<file path="src/rtl/hilo_unit.sv">
// hilo_unit: owns the architectural HI/LO registers and sequences the
// downstream iterative multiply and divide engines for MULT/DIV, MFHI/MFLO
// and MTHI/MTLO instructions arriving from EX.
//
// Optional feature: define HILO_DIVZERO_BYPASS_EN to resolve DIV by zero
// locally (HI <= dividend, LO <= all-ones) without starting the engine.
module hilo_unit #(
  parameter int WIDTH = 32
) (
  input  logic             clk,
  input  logic             rst,
  input  logic             op_valid,
  input  logic [2:0]       op_code,
  input  logic [WIDTH-1:0] rs_data,
  input  logic [WIDTH-1:0] rt_data,
  output logic [WIDTH-1:0] rd_data,
  output logic             hilo_stall,
  output logic             eng_mul,
  output logic             eng_div,
  output logic [WIDTH-1:0] eng_a,
  output logic [WIDTH-1:0] eng_b,
  input  logic             mul_stall,
  input  logic             div_stall,
  input  logic [WIDTH-1:0] mul_hi,
  input  logic [WIDTH-1:0] mul_lo,
  input  logic [WIDTH-1:0] div_hi,
  input  logic [WIDTH-1:0] div_lo
);

  localparam logic [2:0] OP_MULT = 3'd0;
  localparam logic [2:0] OP_DIV  = 3'd1;
  localparam logic [2:0] OP_MFLO = 3'd3;
  localparam logic [2:0] OP_MTHI = 3'd4;
  localparam logic [2:0] OP_MTLO = 3'd5;

  typedef enum logic [1:0] {
    IDLE    = 2'd0,
    MUL_RUN = 2'd1,
    DIV_RUN = 2'd2,
    COMMIT  = 2'd3
  } state_t;

  state_t           state, state_nxt;
  logic             run_first;
  logic [WIDTH-1:0] hi_r, lo_r;
  logic             idle_op;
  logic             div_bypass;
  logic             start_mul, start_div;
  logic             mul_done, div_done;

  // An instruction only acts while the unit is idle; otherwise it is stalled
  // and EX retries it unchanged.
  assign idle_op = op_valid && (state == IDLE);

`ifdef HILO_DIVZERO_BYPASS_EN
  assign div_bypass = (rt_data == '0);
`else
  assign div_bypass = 1'b0;
`endif

  assign start_mul = idle_op && (op_code == OP_MULT);
  assign start_div = idle_op && (op_code == OP_DIV) && !div_bypass;

  // The engine stall is still low on the first run cycle while it loads
  // operands, so completion is only recognised from the second cycle on.
  assign mul_done = (state == MUL_RUN) && !run_first && !mul_stall;
  assign div_done = (state == DIV_RUN) && !run_first && !div_stall;

  assign hilo_stall = op_valid && (state != IDLE) && (op_code <= 3'd5);
  assign rd_data    = (op_code == OP_MFLO) ? lo_r : hi_r;

  // Next-state logic for the engine sequencer.
  always_comb begin
    // NOTE: every always_comb output gets a default first so no path can
    // leave it unassigned and infer a latch.
    state_nxt = state;
    unique case (state)
      IDLE: begin
        if (start_mul)      state_nxt = MUL_RUN;
        else if (start_div) state_nxt = DIV_RUN;
      end
      MUL_RUN: if (mul_done) state_nxt = COMMIT;
      DIV_RUN: if (div_done) state_nxt = COMMIT;
      COMMIT:  state_nxt = IDLE;
      default: state_nxt = IDLE;
    endcase
  end

  // State register, first-run-cycle flag and engine request levels.
  always_ff @(posedge clk or posedge rst) begin
    if (rst) begin
      state     <= IDLE;
      run_first <= 1'b0;
      eng_mul   <= 1'b0;
      eng_div   <= 1'b0;
    end else begin
      // NOTE: sequential state uses non-blocking assignments so every
      // register samples pre-edge values regardless of statement order.
      state     <= state_nxt;
      run_first <= (state == IDLE) && (state_nxt != IDLE);
      eng_mul   <= (state_nxt == MUL_RUN);
      eng_div   <= (state_nxt == DIV_RUN);
    end
  end

  // Operand registers: captured on MULT/DIV accept, frozen during the run.
  always_ff @(posedge clk or posedge rst) begin
    if (rst) begin
      eng_a <= '0;
      eng_b <= '0;
    end else if (start_mul || start_div) begin
      eng_a <= rs_data;
      eng_b <= rt_data;
    end
  end

  // HI/LO: direct moves and bypassed divides in IDLE, engine commits in RUN.
  always_ff @(posedge clk or posedge rst) begin
    if (rst) begin
      hi_r <= '0;
      lo_r <= '0;
    end else if (mul_done) begin
      hi_r <= mul_hi;
      lo_r <= mul_lo;
    end else if (div_done) begin
      hi_r <= div_hi;
      lo_r <= div_lo;
    end else if (idle_op) begin
      if (op_code == OP_MTHI) hi_r <= rs_data;
      if (op_code == OP_MTLO) lo_r <= rs_data;
      if ((op_code == OP_DIV) && div_bypass) begin
        hi_r <= rs_data;
        lo_r <= '1;
      end
    end
  end

endmodule

</file>
<file path="config.mk">
export PLATFORM = sky130hd
export DESIGN_NAME = hilo_unit
export DESIGN_NICKNAME = d
export VERILOG_FILES = /design/src/rtl/hilo_unit.sv
export SDC_FILE = /design/constraint.sdc
export NUM_CORES = 1
export LEC_CHECK = 0
export BUFFER_PORTS_ARGS = -buffer_cell sky130_fd_sc_hd__clkbuf_2
export CORE_MARGIN = 2
export CORE_UTILIZATION = 51
export CTS_BUF_LIST = sky130_fd_sc_hd__clkbuf_4 sky130_fd_sc_hd__clkbuf_8
export DETAILED_ROUTE_END_ITERATION = 8
export GPL_ROUTABILITY_DRIVEN = 0
export PLACE_DENSITY = 0.86
export SLEW_MARGIN = 10
export SYNTH_ARGS = -nofsm -noshare
export SYNTH_HDL_FRONTEND = slang
export SYNTH_SLANG_ARGS = --single-unit
</file>
<file path="constraint.sdc">
create_clock -name clk -period 6.2 [get_ports clk]
set_input_delay 0.31 -clock clk [delete_from_list [all_inputs] [get_ports clk]]
set_output_delay 0.31 -clock clk [all_outputs]
set_load 0.02 [all_outputs]
</file>
== After elaboration in Yosys (flattened, before gate mapping) ==
Index checks and enable logic that the tools add are counted.

* Bits in registers: 133
* Input bits: 200

* $lt $le $gt $ge: 1
* Eq/ne operators: 9
* Mux-type cells: 14
* Reduce and logical (&&, ||, !) cells: 23

{| class="wikitable"
|+ Operator list
! kind !! count
|-
| 2-to-1 mux 32 bit || 9
|-
| logical AND 1 bit || 10
|-
| nonzero test 3 bit || 3
|-
| 2-to-1 mux 2 bit || 4
|-
| case mux 2 bit (4 select lines) || 1
|-
| == test 2 bit, second input constant || 3
|-
| == test 3 bit, second input constant || 2
|-
| == test 2 x 1 -> 1 bit, second input constant || 2
|-
| AND reduction 2 bit || 2
|-
| nonzero test 2 bit || 2
|-
| == test 3 x 1 -> 1 bit, second input constant || 1
|-
| == test 3 x 2 -> 1 bit, second input constant || 1
|-
| <= comparator 3 bit, second input constant || 1
|-
| logical NOT 1 bit || 3
|-
| logical NOT 3 bit || 1
|-
| logical NOT 2 bit || 1
|-
| logical OR 1 bit || 1
|}

== Longest topological paths before layout ==
* Depth in word-level cells: 8
* Mapped depth: 7

== Worst setup path before layout ==
OpenSTA, ideal clock, no wires.

* Path type: register -> register
* Start: reg state[1]
* End: reg eng_a[0]
* Library setup time: 127 ps
* Arrival: 1,732 ps
* Required time: 6,073 ps
* Slack: 4,340 ps
* Cell stages (with the launch flop): 7
* Clock period less this slack: 1,860 ps
* Cell sequence: dfrtp_1 > buf_4 > nor4b_4 > and2b_1 > buf_6 > buf_6 > mux2_1

* Longest elaborated chain between the ends: 4
* Elaborated cells between the ends (all ways): 5
* Those cells by class: 5 x reduce/logical

{| class="wikitable"
|+ Ends and longest elaborated chain
! what !! RTL line !! text
|-
| start: declaration || 43 || <nowiki>state_t state, state_nxt;</nowiki>
|-
| start signal: assignment || 99 || <nowiki>state <= state_nxt;</nowiki>
|-
| logical NOT 2 bit (*) || 53 || <nowiki>assign idle_op = op_valid && (state == IDLE);</nowiki>
|-
| logical AND 1 bit (*) || 53 ||
|-
| logical AND 1 bit, on equally long branches || 61, 62 ||
|-
| logical OR 1 bit (*) || 111 || <nowiki>end else if (start_mul || start_div) begin</nowiki>
|-
| end signal: assignment || 112 || <nowiki>eng_a <= rs_data;</nowiki>
|-
| end: declaration || 20 || <nowiki>output logic [WIDTH-1:0] eng_a,</nowiki>
|}

Mark *: on every way between the ends. The rest lies on a longest branch, timed or not.
A chain may end at the register's enable or synchronous reset.

== Final worst setup path ==
* Start: reg state[1]
* End: reg eng_b[9]

* Longest elaborated chain between the ends: 4
* Elaborated cells between the ends (all ways): 5
* Those cells by class: 5 x reduce/logical

{| class="wikitable"
|+ Ends and longest elaborated chain
! what !! RTL line !! text
|-
| logical NOT 2 bit (*) || 53 ||
|-
| logical AND 1 bit (*) || 53 ||
|-
| logical AND 1 bit, on equally long branches || 61, 62 ||
|-
| logical OR 1 bit (*) || 111 ||
|-
| end signal: assignment || 113 || <nowiki>eng_b <= rt_data;</nowiki>
|-
| end: declaration || 21 || <nowiki>output logic [WIDTH-1:0] eng_b,</nowiki>
|}

Marks and branches as above.

==> impl_summary.md <==
Synthesis
The post-synthesis net count is 820. The flop and latch count out of synthesis is 133. The mean post-synth cell area is 11.3 sq um. In this run, distinct cell masters in the synthesized netlist total 25. The synthesized design contains 0 enable-type register cells. The async set or reset register ratio after synthesis is 100%. Sorting the synthesized cells by area gives the leading types as dfrtp_1, mux2_2, a211oi_1, a21o_1, mux2_1. The portion of synthesized cell area occupied by the leading cell type is 47.4%.

In the synthesized netlist, the number of instances is 620. The mapped netlist covers 0.00702 sq mm. The most common flop cell mapped by yosys is dfrtp_1.

The commonest cells after synthesis are dfrtp_1, nand2_1, a211oi_1, a21o_1, nor2_1. In the post-synthesis netlist, the cell with the most instances is dfrtp_1. The sequential-to-total area share from yosys stat is 47.4%. The biggest area contributor in the post-synthesis netlist is dfrtp_1.

The Yosys warning count is 0.

STA
Between clock sinks in the finished design, the worst skew comes to 0.0134 ns. The share of the clock period used by the worst path is 44.6%. The final number of hold-violating endpoints was 4. The worst slew margin relative to its limit is 24.0%. Based on the critical path, the design can be clocked at up to between 0.3 and 0.4 GHz. Setup repair after global routing left no endpoint under its margin.

Across all hold checks on the routed design, the worst slack comes to -0.00719 ns. The setup TNS after final layout is 0 ns. At the pin with the least slew margin, the transition time is 1.14 ns. The final critical-path required period is 2.76 ns. In the post-route analysis, the smallest setup slack over all paths is approximately 3.4 ns. Setup violations remaining at the end of the flow were counted as 0. The number of max-slew violations in the final report is 0.

Cells and area
The post-route cell area is roughly 0.0089 sq mm. The area of the multi-input gates is 0.00334 sq mm. Counting the fill cells in the layout gives 1,058. Cells with a size suffix above 1 make up 48.3% of the layout.

For this run, the post-layout net count is 1,101. The sequential cells in the finished layout cover a total of 0.00333 sq mm. The number of diodes is 0.

The synthesis-to-layout area growth is 26.6%.

Clock tree
The maximum clock path buffer count is 2. In this run the post-CTS setup repair buffer count came out at 0. The TritonCTS buffer count is 17. The clock drives around 130 sinks. The TritonCTS clock tree is built. The clock tree synthesis step divided the H-tree into 4 levels. After clock tree synthesis, the clock-pin slew on the worst setup and hold paths is 0.08 ns. The cell sitting at the root of the clock tree is a clkbuf_8. After clock tree synthesis, the flow added hold-fix buffers numbering 0. At the later pin of the worst-skew pair, clock insertion delay measures 0.46 ns. The total of cells resized after clock tree synthesis is 0.

Place
The half-perimeter wire length after placement is 13,900 um. The worst-case setup slack after placement is 3.44 ns. The cell area after placement is 0.00848 sq mm. In this run the tool buffered the top-level ports with 298 buffer cells.

Detailed routing
In the routed layout, each cell is associated on average with a via count of 5.45. The pre-antenna-repair detailed-routing pass consisted of 4 iterations. The number of DRC markers after the initial detailed-route iteration is 372.

The count of nets left with antenna violations once routing finished came out at 0. For this run, design rule violations remaining after detail routing come to 0. The total number of vias is slightly below 6,000. The wire length after detailed routing is 18,900 um. The routed wire length per instance is 17.4 um.

GRT
The largest net degree at the start of global routing is 70. In the global route stage, overall resource usage came out at 26.1%. The first global-routing pass estimated 29,600 um of wire. The number of antenna violations at the first check in global routing came to 0.

For this run the aggregate overflow at the end of global routing stands at 0. The via count of the first global-routing pass is 5,894.

Pwr
The cell leakage power is 4.59 nW. The ratio of total power to cell area is 486 mW/mm^2. Across the VDD grid, the largest voltage drop is between 0.3 and 0.4 mV. Total power for the finished layout comes to 4.32 mW.

Floorplanning
The width of the chip is 121 um. The height of the die is between 100 and 150 um. The initial utilization of the core area, before any placement, comes to 52.6%.

The area of the placeable core is between 0.01 and 0.015 sq mm. The number of core rows is 42. The number of top-level pins is ~300. The die covers 0.0147 sq mm.

Worst setup path
The worst register-to-register path has a setup slack of 3.44 ns. The source of the worst register-to-register timing path is state[1]. The startpoint of the most critical setup path is state[1]. The setup path with the least slack is of type reg2reg.

Counting cells, the worst reg-to-reg path comes to 4. The worst setup path is launched from a flip-flop. In this run the worst path has a maximum fanout of 38. The data required time of the critical path is 6.54 ns.

The capture instance of the worst register-to-register path is eng_b[9]. The timing endpoint of the critical path is eng_b[9]. The arrival time at the worst endpoint is between 3 and 4 ns.

STA classifies the critical path endpoint as a flip-flop.

Status
The run finished, with violations left. The final reports fail on negative hold slack.

Flow run
Across the run, the number of max-cap violations was 0.

Hold path
In this run the worst hold path is classified as in2async.
## critical path: stages, from the launching register on
cell and delay, ns:
dfrtp_1 0.50, nor4b_4 0.46, and2b_2 0.71, buf_4 0.56, mux2_1 0.41
## worst min-delay path by stage
stage                      startpoint         to  slack, ns  cells after the start
final                             rst   eng_b[0]     -0.007                      2
after detailed placement     hi_r[18]   hi_r[18]       0.46                      1
after CTS                         rst   eng_b[4]      0.003                      2
after global routing      rt_data[30]  eng_b[30]       0.05                      2
after global placement        hi_r[7]    hi_r[7]       0.45                      1
after floorplan               hi_r[5]    hi_r[5]       0.44                      1
## cells by family after synthesis
logic type	count (synthesis)	share of synthesized area, %
compound gates	169	20.8
buf+inv	51	5.01
flops	133	47.4
mux	96	15.4
simple gates	171	11.4
## where the power goes
group          internal, mW  total (mW)  switching, mW  leakage [nW]
clock                 0.405       0.739          0.334         0.206
combinational         0.850        2.06           1.21          2.76
sequential             1.30        1.53          0.226          1.62
## sequential cells by signal (all words and copies together) (netlist names)
register,cells
state,2
eng_b,32
run_first,1
lo_r,32
hi_r,32
eng_div,1
eng_mul,1
eng_a,32
## per-stage QoR
step / cells / utilization [%]
2_1_floorplan: 620 / -
3_3_place_gp: 1058 / 63.6
3_5_place_dp: 1058 / 63.6
4_1_cts: 1089 / 66.6
5_1_grt: 1089 / 66.6
6_report: 1089 / 66.6
## layout make-up
| cell class | count | area share, % |
|---|---|---|
| Multi-Input combinational cell | 436 | 37.6 |
| Sequential cell | 133 | 37.5 |
| Timing Repair Buffer | 310 | 17.8 |
| Clock buffer | 22 | 3.41 |
| Tap cell | 176 | 2.48 |
| Clock inverter | 9 | 1.13 |
| Inverter | 3 | 0.155 |
## placed cells by master, fill, tap and decap left out, types with 3 or more instances in the layout
cell      synthesis  final
a211oi_1         64     64
a211oi_2         32     32
a21o_1           64     64
a21oi_1           3      3
and2_1           32     32
buf_4             4     12
clkbuf_2          0    298
clkbuf_8          0     22
clkinv_2          0      5
dfrtp_1         133    133
mux2_1           37     37
mux2_2           59     59
nand2_1          68     68
nor2_1           64     64
nor4b_4           3      3
## per-layer routing
| layer | global-route usage [%] | vias to the layer above | part of all wire [%] |
|---|---|---|---|
| met5 | 0 | - | 0 |
| met4 | 12.5 | 0 | 3.0 |
| met3 | 6.48 | 43 | 6.6 |
| met2 | 44.2 | 219 | 50 |
| met1 | 31.2 | 2883 | 40 |
| li1 | - | 2787 | - |
Power figures use the tool's default switching activity.
